**config.mk**
```make
export PLATFORM = sky130hd
export DESIGN_NAME = merlin_alu_arbiter_flat
export DESIGN_NICKNAME = d
export VERILOG_FILES = /design/src/rtl/merlin_alu_arbiter_pkg.sv /design/src/rtl/merlin_alu_arbiter_if.sv /design/src/rtl/merlin_arb2.sv /design/src/rtl/merlin_alu_arbiter.sv /design/src/flat_wrapper.sv
export SDC_FILE = /design/constraint.sdc
export NUM_CORES = 1
export LEC_CHECK = 0
export BUFFER_PORTS_ARGS = -buffer_cell sky130_fd_sc_hd__buf_4
export CORE_AREA = 2 2 136 138
export DETAILED_ROUTE_END_ITERATION = 10
export DIE_AREA = 0 0 138 140
export PLACE_DENSITY = 0.47
export SLEW_MARGIN = 10
export SYNTH_ARGS = -nofsm -noshare
export SYNTH_HDL_FRONTEND = slang
export SYNTH_SLANG_ARGS = --single-unit
```
**constraint.sdc**
```tcl
create_clock -name clk_i -period 2.12 [get_ports clk_i]
set_input_delay 0.318 -clock clk_i [delete_from_list [all_inputs] [get_ports clk_i]]
set_output_delay 0.318 -clock clk_i [all_outputs]
set_load 0.005 [all_outputs]
```
**src/rtl/merlin_alu_arbiter_pkg.sv**
```systemverilog
// Shared types and constants for the two-requester ALU arbiter: datapath width,
// ALU opcode encodings, requester ids and the response-slot state.
package merlin_alu_arbiter_pkg;

  localparam int RV_XLEN    = 32;
  localparam int RV_ALUOP_W = 4;

  typedef logic [RV_XLEN-1:0]    rv_word_t;
  typedef logic [RV_ALUOP_W-1:0] rv_aluop_t;

  localparam rv_aluop_t RV_ALUOP_ADD  = 4'd0;
  localparam rv_aluop_t RV_ALUOP_SUB  = 4'd1;
  localparam rv_aluop_t RV_ALUOP_AND  = 4'd2;
  localparam rv_aluop_t RV_ALUOP_OR   = 4'd3;
  localparam rv_aluop_t RV_ALUOP_XOR  = 4'd4;
  localparam rv_aluop_t RV_ALUOP_SLL  = 4'd5;
  localparam rv_aluop_t RV_ALUOP_SRL  = 4'd6;
  localparam rv_aluop_t RV_ALUOP_SRA  = 4'd7;
  localparam rv_aluop_t RV_ALUOP_SLT  = 4'd8;
  localparam rv_aluop_t RV_ALUOP_SLTU = 4'd9;
  localparam rv_aluop_t RV_ALUOP_MOV  = 4'd10;

  localparam logic RV_ALUARB_ID_REQ0 = 1'b0;
  localparam logic RV_ALUARB_ID_REQ1 = 1'b1;

  typedef enum logic {
    ST_EMPTY = 1'b0,
    ST_FULL  = 1'b1
  } slot_state_e;

  typedef struct packed {
    logic      clk_en;
    rv_aluop_t opcode;
    rv_word_t  left;
    rv_word_t  right;
  } alu_drive_t;

endpackage

```
**src/rtl/merlin_alu_arbiter_if.sv**
```systemverilog
// Bundle of requester, shared-ALU and response signals. Signal suffixes are
// named from the arbiter's point of view (slave modport = arbiter).
interface merlin_alu_arbiter_if #(parameter int TAG_W = 4);
  import merlin_alu_arbiter_pkg::*;

  logic             req0_valid_i, req0_ready_o;
  rv_word_t         req0_left_i, req0_right_i;
  rv_aluop_t        req0_opcode_i;
  logic [TAG_W-1:0] req0_tag_i;

  logic             req1_valid_i, req1_ready_o;
  rv_word_t         req1_left_i, req1_right_i;
  rv_aluop_t        req1_opcode_i;
  logic [TAG_W-1:0] req1_tag_i;

  logic             alu_clk_en_o;
  rv_word_t         alu_left_o, alu_right_o, alu_cmp_left_o, alu_cmp_right_o;
  rv_aluop_t        alu_opcode_o;
  rv_word_t         alu_result_i;

  logic             rsp_valid_o, rsp_ready_i, rsp_id_o;
  logic [TAG_W-1:0] rsp_tag_o;
  rv_word_t         rsp_result_o;

  modport slave (
    input  req0_valid_i, req0_left_i, req0_right_i, req0_opcode_i, req0_tag_i,
    input  req1_valid_i, req1_left_i, req1_right_i, req1_opcode_i, req1_tag_i,
    input  alu_result_i, rsp_ready_i,
    output req0_ready_o, req1_ready_o,
    output alu_clk_en_o, alu_left_o, alu_right_o, alu_cmp_left_o, alu_cmp_right_o, alu_opcode_o,
    output rsp_valid_o, rsp_id_o, rsp_tag_o, rsp_result_o
  );

  modport master (
    output req0_valid_i, req0_left_i, req0_right_i, req0_opcode_i, req0_tag_i,
    output req1_valid_i, req1_left_i, req1_right_i, req1_opcode_i, req1_tag_i,
    output alu_result_i, rsp_ready_i,
    input  req0_ready_o, req1_ready_o,
    input  alu_clk_en_o, alu_left_o, alu_right_o, alu_cmp_left_o, alu_cmp_right_o, alu_opcode_o,
    input  rsp_valid_o, rsp_id_o, rsp_tag_o, rsp_result_o
  );

endinterface

```
**src/rtl/merlin_arb2.sv**
```systemverilog
// Two-way arbiter. MERLIN_ALU_ARB_RR_EN defined: round-robin with a one-bit
// pointer; undefined: fixed priority with req0 always winning.
module merlin_arb2 (
`ifdef MERLIN_ALU_ARB_RR_EN
  input  logic       clk,
  input  logic       rst_n,
`endif
  input  logic [1:0] valid_i,
  input  logic       open_i,
  output logic [1:0] grant_o
);

  logic [1:0] req;
  assign req = valid_i & {2{open_i}};

`ifdef MERLIN_ALU_ARB_RR_EN
  // ptr_q == 0 favours req0, ptr_q == 1 favours req1 when both request.
  logic ptr_q, ptr_d;

  assign grant_o[0] = req[0] & ~(req[1] &  ptr_q);
  assign grant_o[1] = req[1] & ~(req[0] & ~ptr_q);

  always_comb begin
    ptr_d = ptr_q;
    if (grant_o[0])      ptr_d = 1'b1;
    else if (grant_o[1]) ptr_d = 1'b0;
  end

  // NOTE: state flops use non-blocking (<=) so every flop samples pre-edge values.
  always_ff @(posedge clk or negedge rst_n) begin
    if (!rst_n) ptr_q <= 1'b0;
    else        ptr_q <= ptr_d;
  end
`else
  assign grant_o[0] = req[0];
  assign grant_o[1] = req[1] & ~req[0];
`endif

endmodule

```
**src/rtl/merlin_alu_arbiter.sv**
```systemverilog
// Shares one registered ALU between two requesters and holds a single-entry
// response slot. Arbitration policy selected by MERLIN_ALU_ARB_RR_EN.
module merlin_alu_arbiter
  import merlin_alu_arbiter_pkg::*;
#(
  parameter int TAG_W = 4
) (
  input  logic                clk_i,
  input  logic                reset_n_i,
  merlin_alu_arbiter_if.slave bus
);

  slot_state_e      state_q, state_d;
  logic             rsp_id_q, rsp_id_d;
  logic [TAG_W-1:0] rsp_tag_q, rsp_tag_d;
  logic             slot_open;
  logic [1:0]       grant;
  alu_drive_t       alu_drv;

  // Reset gates the slot so no grant (and no ALU clock enable) leaks out while held.
  assign slot_open = reset_n_i & ((state_q == ST_EMPTY) | bus.rsp_ready_i);

  merlin_arb2 u_arb (
`ifdef MERLIN_ALU_ARB_RR_EN
    .clk     (clk_i),
    .rst_n   (reset_n_i),
`endif
    .valid_i ({bus.req1_valid_i, bus.req0_valid_i}),
    .open_i  (slot_open),
    .grant_o (grant)
  );

  // NOTE: every always_comb output gets a default first, so no path infers a latch.
  always_comb begin
    alu_drv   = '{clk_en: 1'b0, opcode: RV_ALUOP_MOV, left: '0, right: '0};
    rsp_id_d  = rsp_id_q;
    rsp_tag_d = rsp_tag_q;
    state_d   = state_q;

    if (grant[0]) begin
      alu_drv   = '{clk_en: 1'b1, opcode: bus.req0_opcode_i,
                    left: bus.req0_left_i, right: bus.req0_right_i};
      rsp_id_d  = RV_ALUARB_ID_REQ0;
      rsp_tag_d = bus.req0_tag_i;
    end else if (grant[1]) begin
      alu_drv   = '{clk_en: 1'b1, opcode: bus.req1_opcode_i,
                    left: bus.req1_left_i, right: bus.req1_right_i};
      rsp_id_d  = RV_ALUARB_ID_REQ1;
      rsp_tag_d = bus.req1_tag_i;
    end

    case (state_q)
      ST_EMPTY: if (|grant) state_d = ST_FULL;
      ST_FULL: begin
        if (|grant)               state_d = ST_FULL;
        else if (bus.rsp_ready_i) state_d = ST_EMPTY;
      end
      default: state_d = ST_EMPTY;
    endcase
  end

  always_ff @(posedge clk_i or negedge reset_n_i) begin
    if (!reset_n_i) begin
      state_q   <= ST_EMPTY;
      rsp_id_q  <= RV_ALUARB_ID_REQ0;
      rsp_tag_q <= '0;
    end else begin
      state_q   <= state_d;
      rsp_id_q  <= rsp_id_d;
      rsp_tag_q <= rsp_tag_d;
    end
  end

  assign bus.req0_ready_o    = grant[0];
  assign bus.req1_ready_o    = grant[1];
  assign bus.alu_clk_en_o    = alu_drv.clk_en;
  assign bus.alu_opcode_o    = alu_drv.opcode;
  assign bus.alu_left_o      = alu_drv.left;
  assign bus.alu_right_o     = alu_drv.right;
  assign bus.alu_cmp_left_o  = alu_drv.left;
  assign bus.alu_cmp_right_o = alu_drv.right;
  assign bus.rsp_valid_o     = (state_q == ST_FULL);
  assign bus.rsp_id_o        = rsp_id_q;
  assign bus.rsp_tag_o       = rsp_tag_q;
  assign bus.rsp_result_o    = bus.alu_result_i;

endmodule

```
**src/flat_wrapper.sv**
```systemverilog
// flat-port wrapper written by rule: the top's interface ports become plain ports
module merlin_alu_arbiter_flat import merlin_alu_arbiter_pkg::*;
#(
  parameter int TAG_W = 4
)
  (clk_i, reset_n_i, bus_req0_valid_i, bus_req0_left_i, bus_req0_right_i, bus_req0_opcode_i, bus_req0_tag_i, bus_req1_valid_i, bus_req1_left_i, bus_req1_right_i, bus_req1_opcode_i, bus_req1_tag_i, bus_alu_result_i, bus_rsp_ready_i, bus_req0_ready_o, bus_req1_ready_o, bus_alu_clk_en_o, bus_alu_left_o, bus_alu_right_o, bus_alu_cmp_left_o, bus_alu_cmp_right_o, bus_alu_opcode_o, bus_rsp_valid_o, bus_rsp_id_o, bus_rsp_tag_o, bus_rsp_result_o);
  merlin_alu_arbiter_if #(.TAG_W(TAG_W)) bus_i ();
  input  logic clk_i;
  input  logic reset_n_i;
  input wire logic [$bits(bus_i.req0_valid_i)-1:0] bus_req0_valid_i;
  input wire logic [$bits(bus_i.req0_left_i)-1:0] bus_req0_left_i;
  input wire logic [$bits(bus_i.req0_right_i)-1:0] bus_req0_right_i;
  input wire logic [$bits(bus_i.req0_opcode_i)-1:0] bus_req0_opcode_i;
  input wire logic [$bits(bus_i.req0_tag_i)-1:0] bus_req0_tag_i;
  input wire logic [$bits(bus_i.req1_valid_i)-1:0] bus_req1_valid_i;
  input wire logic [$bits(bus_i.req1_left_i)-1:0] bus_req1_left_i;
  input wire logic [$bits(bus_i.req1_right_i)-1:0] bus_req1_right_i;
  input wire logic [$bits(bus_i.req1_opcode_i)-1:0] bus_req1_opcode_i;
  input wire logic [$bits(bus_i.req1_tag_i)-1:0] bus_req1_tag_i;
  input wire logic [$bits(bus_i.alu_result_i)-1:0] bus_alu_result_i;
  input wire logic [$bits(bus_i.rsp_ready_i)-1:0] bus_rsp_ready_i;
  output wire logic [$bits(bus_i.req0_ready_o)-1:0] bus_req0_ready_o;
  output wire logic [$bits(bus_i.req1_ready_o)-1:0] bus_req1_ready_o;
  output wire logic [$bits(bus_i.alu_clk_en_o)-1:0] bus_alu_clk_en_o;
  output wire logic [$bits(bus_i.alu_left_o)-1:0] bus_alu_left_o;
  output wire logic [$bits(bus_i.alu_right_o)-1:0] bus_alu_right_o;
  output wire logic [$bits(bus_i.alu_cmp_left_o)-1:0] bus_alu_cmp_left_o;
  output wire logic [$bits(bus_i.alu_cmp_right_o)-1:0] bus_alu_cmp_right_o;
  output wire logic [$bits(bus_i.alu_opcode_o)-1:0] bus_alu_opcode_o;
  output wire logic [$bits(bus_i.rsp_valid_o)-1:0] bus_rsp_valid_o;
  output wire logic [$bits(bus_i.rsp_id_o)-1:0] bus_rsp_id_o;
  output wire logic [$bits(bus_i.rsp_tag_o)-1:0] bus_rsp_tag_o;
  output wire logic [$bits(bus_i.rsp_result_o)-1:0] bus_rsp_result_o;
  assign bus_i.req0_valid_i = bus_req0_valid_i;
  assign bus_i.req0_left_i = bus_req0_left_i;
  assign bus_i.req0_right_i = bus_req0_right_i;
  assign bus_i.req0_opcode_i = bus_req0_opcode_i;
  assign bus_i.req0_tag_i = bus_req0_tag_i;
  assign bus_i.req1_valid_i = bus_req1_valid_i;
  assign bus_i.req1_left_i = bus_req1_left_i;
  assign bus_i.req1_right_i = bus_req1_right_i;
  assign bus_i.req1_opcode_i = bus_req1_opcode_i;
  assign bus_i.req1_tag_i = bus_req1_tag_i;
  assign bus_i.alu_result_i = bus_alu_result_i;
  assign bus_i.rsp_ready_i = bus_rsp_ready_i;
  assign bus_req0_ready_o = bus_i.req0_ready_o;
  assign bus_req1_ready_o = bus_i.req1_ready_o;
  assign bus_alu_clk_en_o = bus_i.alu_clk_en_o;
  assign bus_alu_left_o = bus_i.alu_left_o;
  assign bus_alu_right_o = bus_i.alu_right_o;
  assign bus_alu_cmp_left_o = bus_i.alu_cmp_left_o;
  assign bus_alu_cmp_right_o = bus_i.alu_cmp_right_o;
  assign bus_alu_opcode_o = bus_i.alu_opcode_o;
  assign bus_rsp_valid_o = bus_i.rsp_valid_o;
  assign bus_rsp_id_o = bus_i.rsp_id_o;
  assign bus_rsp_tag_o = bus_i.rsp_tag_o;
  assign bus_rsp_result_o = bus_i.rsp_result_o;
  merlin_alu_arbiter #(.TAG_W(TAG_W)) u_core (.clk_i(clk_i), .reset_n_i(reset_n_i), .bus(bus_i));
endmodule
```
==> impl_metrics.env <==
export IMPL_synthTopCellsByArea="buf_4 (42%), a22o_1 (33%), dfrtp_1 (8.7%)"
export IMPL_ys_seq_area_share_pct=8.677
export IMPL_regToRegStartpoint="u_core.bus.rsp_valid_o"
export IMPL_worstPathMaxFanout=26
export IMPL_io_pins=354
export IMPL_setup_viol=0
export IMPL_drtAntennaViolNets=0
export IMPL_gr_total_overflow=0
export IMPL_htreeDepth=1
export IMPL_die_area_um2=19320
export IMPL_cp_required_ps=1800
export IMPL_start_util_pct=9.733
export IMPL_fin_area_um2=3506
export IMPL_syn_num_nets=386
export IMPL_synth_top_area_share_pct=42.08
export IMPL_r2r_end="u_core.bus.rsp_id_o"
export IMPL_status="complete, no violations"
export IMPL_cts_tree="done"
export IMPL_clockRootBuffer="clkbuf_16"
export IMPL_finalSetupTns_ps=0
export IMPL_insertion_delay_ps=230
export IMPL_hold_start="bus_req1_valid_i"
export IMPL_worst_pin_slew_ps=415.4
export IMPL_slew_violations=0
export IMPL_numCtsBuffers=3
export IMPL_layout_drive_gt1_share_pct=77.04
export IMPL_wirelength_um=9152
export IMPL_post_route_period_util_pct=92.37
export IMPL_critPathKind="reg -> out"
export IMPL_synth_seq_cells=6
export IMPL_worstSetupEndpointType="output port"
export IMPL_met3_usage_pct=3.214
export IMPL_grt_util_met1_pct=8.445
export IMPL_vias_per_cell=3.670
export IMPL_cts_setup_buffers=0
export IMPL_gp_congestion=0.8177
export IMPL_clk_pin_slew_ps=40
export IMPL_grt_max_degree=43
export IMPL_wl_per_cell_um=14.71
export IMPL_holdPathEnd="u_core.bus.rsp_valid_o"
export IMPL_syn_area_per_cell_um2=8.441
export IMPL_antenna_found_initial=1
export IMPL_crit_arrival_ps=1640
export IMPL_coreArea_um2=17780
export IMPL_first_iter_violations=61
export IMPL_dpl_cell_area_um2=3411
export IMPL_cap_violations=0
export IMPL_fp_row_count=49
export IMPL_synth_cell_types=18
export IMPL_clock_path_buffers=2
export IMPL_worstSetupStartpointType="flip-flop"
export IMPL_hold_violations=0
export IMPL_rsz0062_at_grt="no"
export IMPL_skew_ps=3.060
export IMPL_port_buffers=289
export IMPL_met2_usage_pct=16.05
export IMPL_area_growth_pct=102.6
export IMPL_cts_sinks=6
export IMPL_die_h_um=140
export IMPL_r2r_cells=5
export IMPL_timing_slew_headroom_pct=72.18
export IMPL_p_per_area_nw_per_um2=325.6
export IMPL_period_minus_slack_ps=1958
export IMPL_num_nets_final=575
export IMPL_drt_first_pass_iters=4
export IMPL_yosys_warnings=0
export IMPL_p_leak_nw=1.895
export IMPL_vdd_drop_max_uv=293.8
export IMPL_synthCells=205
export IMPL_grt_first_pass_wirelength_um=13170
export IMPL_hold_depth=3
export IMPL_grt_pass1_vias=2282
export IMPL_grt_total_usage_pct=8.401
export IMPL_clock_fmax_mhz=510.7
export IMPL_finalHoldWorstSlack_ps=376.3
export IMPL_chipWidth_um=138
export IMPL_worstHoldPathType="in -> reg"
export IMPL_syn_area_um2=1730
export IMPL_r2r_slack_ps=970
export IMPL_finalPower_w=0.001142
export IMPL_synth_area_leader_cell="buf_4"
export IMPL_grt_busiest_layer="met2"
export IMPL_via_count=2283
export IMPL_drc=0
worst max-delay path by stage:
stage,from,to,depth (start not counted)
2_1_floorplan,u_core.bus.rsp_valid_o,bus_alu_left_o[10],7
3_3_place_gp,bus_req0_valid_i,bus_alu_right_o[23],7
3_5_place_dp,bus_req0_valid_i,bus_alu_right_o[23],7
4_1_cts,u_core.bus.rsp_valid_o,bus_alu_right_o[23],6
5_1_grt,u_core.bus.rsp_valid_o,bus_alu_right_o[23],6
6_report,u_core.bus.rsp_valid_o,bus_alu_right_o[23],6
cell usage in the layout (no fill, tap or decap), types with 2 or more instances in the layout:
| cell type | netlist | final |
|---|---|---|
| nand2_1 | 2 | 2 |
| nand3_2 | 2 | 2 |
| clkbuf_16 | 0 | 3 |
| buf_12 | 0 | 2 |
| inv_2 | 2 | 2 |
| buf_4 | 97 | 289 |
| o2bb2ai_1 | 4 | 4 |
| a22o_1 | 66 | 66 |
| dfrtp_1 | 6 | 6 |
| a22oi_1 | 4 | 4 |
| buf_6 | 6 | 2 |
| o22a_1 | 2 | 2 |
metal layers:
metal	share of wire, %	vias up
met3	12	14
met4	1.8	0
li1	-	1041
met1	33	1050
met2	53	178
met5	0	-
flip-flops by register name, summed over array words and instances, names as in the netlist:
register	flops
u_core.bus.rsp_id_o	1
u_core.bus.rsp_tag_o	4
u_core.bus.rsp_valid_o	1
area by class of cell:
class                   instances  area, um2
repair buffers                294       2242
clock buffers                   3      75.07
well taps                     229      286.5
inverters                       3      11.26
multi-input cells              86      738.2
fillers                      2006      14270
flip-flops and latches          6      150.1
diodes                          1      2.502
where the power goes:
part / internal [W] / switching [W] / total, W
sequential: 0.000132 / 0.0000130 / 0.000145
clock: 0.000242 / 0.0000666 / 0.000309
combinational: 0.000447 / 0.000240 / 0.000687
total: 0.000822 / 0.000320 / 0.00114
metrics by stage:
stage | util (%) | std cells | setup WS (ps)
after floorplan | - | 205 | 532.3
after global placement | 19.18 | 617 | 195.8
after detailed placement | 19.18 | 617 | 158.1
after CTS | 19.66 | 621 | 28.90
after global routing | 19.70 | 621 | 42.64
final | 19.72 | 622 | 161.9
kinds of logic (layout without fill, tap and decap cells):
| logic type | Yosys count | after routing | synth area share, % |
|---|---|---|---|
| compound gates | 79 | 79 | 39.26 |
| buf+inv | 113 | 300 | 48.66 |
| flops | 6 | 6 | 8.677 |
| other cells | 0 | 1 | 0 |
| simple gates | 7 | 7 | 3.398 |
synthesized netlist by cell type:
library cell / number
o211ai_1: 1
inv_2: 2
inv_1: 1
buf_2: 7
buf_4: 97
a31oi_1: 1
a22o_1: 66
nor2b_4: 1
o2bb2ai_1: 4
o22a_1: 2
nor2_1: 1
a22oi_1: 4
nand2b_4: 1
o21ai_0: 1
nand3_2: 2
nand2_1: 2
buf_6: 6
dfrtp_1: 6
repair_timing:
item | CTS | global route
endpoints found under the setup margin | 0 | 2
hold buffers | 1 | 0
endpoints found under the hold margin | 6 | 0
gates resized for setup | 0 | 2
worst max-delay path, cell delays in order, from the launching register on:
cell and delay (ps):
dfrtp_1 400, nand2b_4 110, nand3_2 110, inv_2 100
buf_6 220, a22o_1 290, buf_4 150
(Power assumes the default switching activity.)
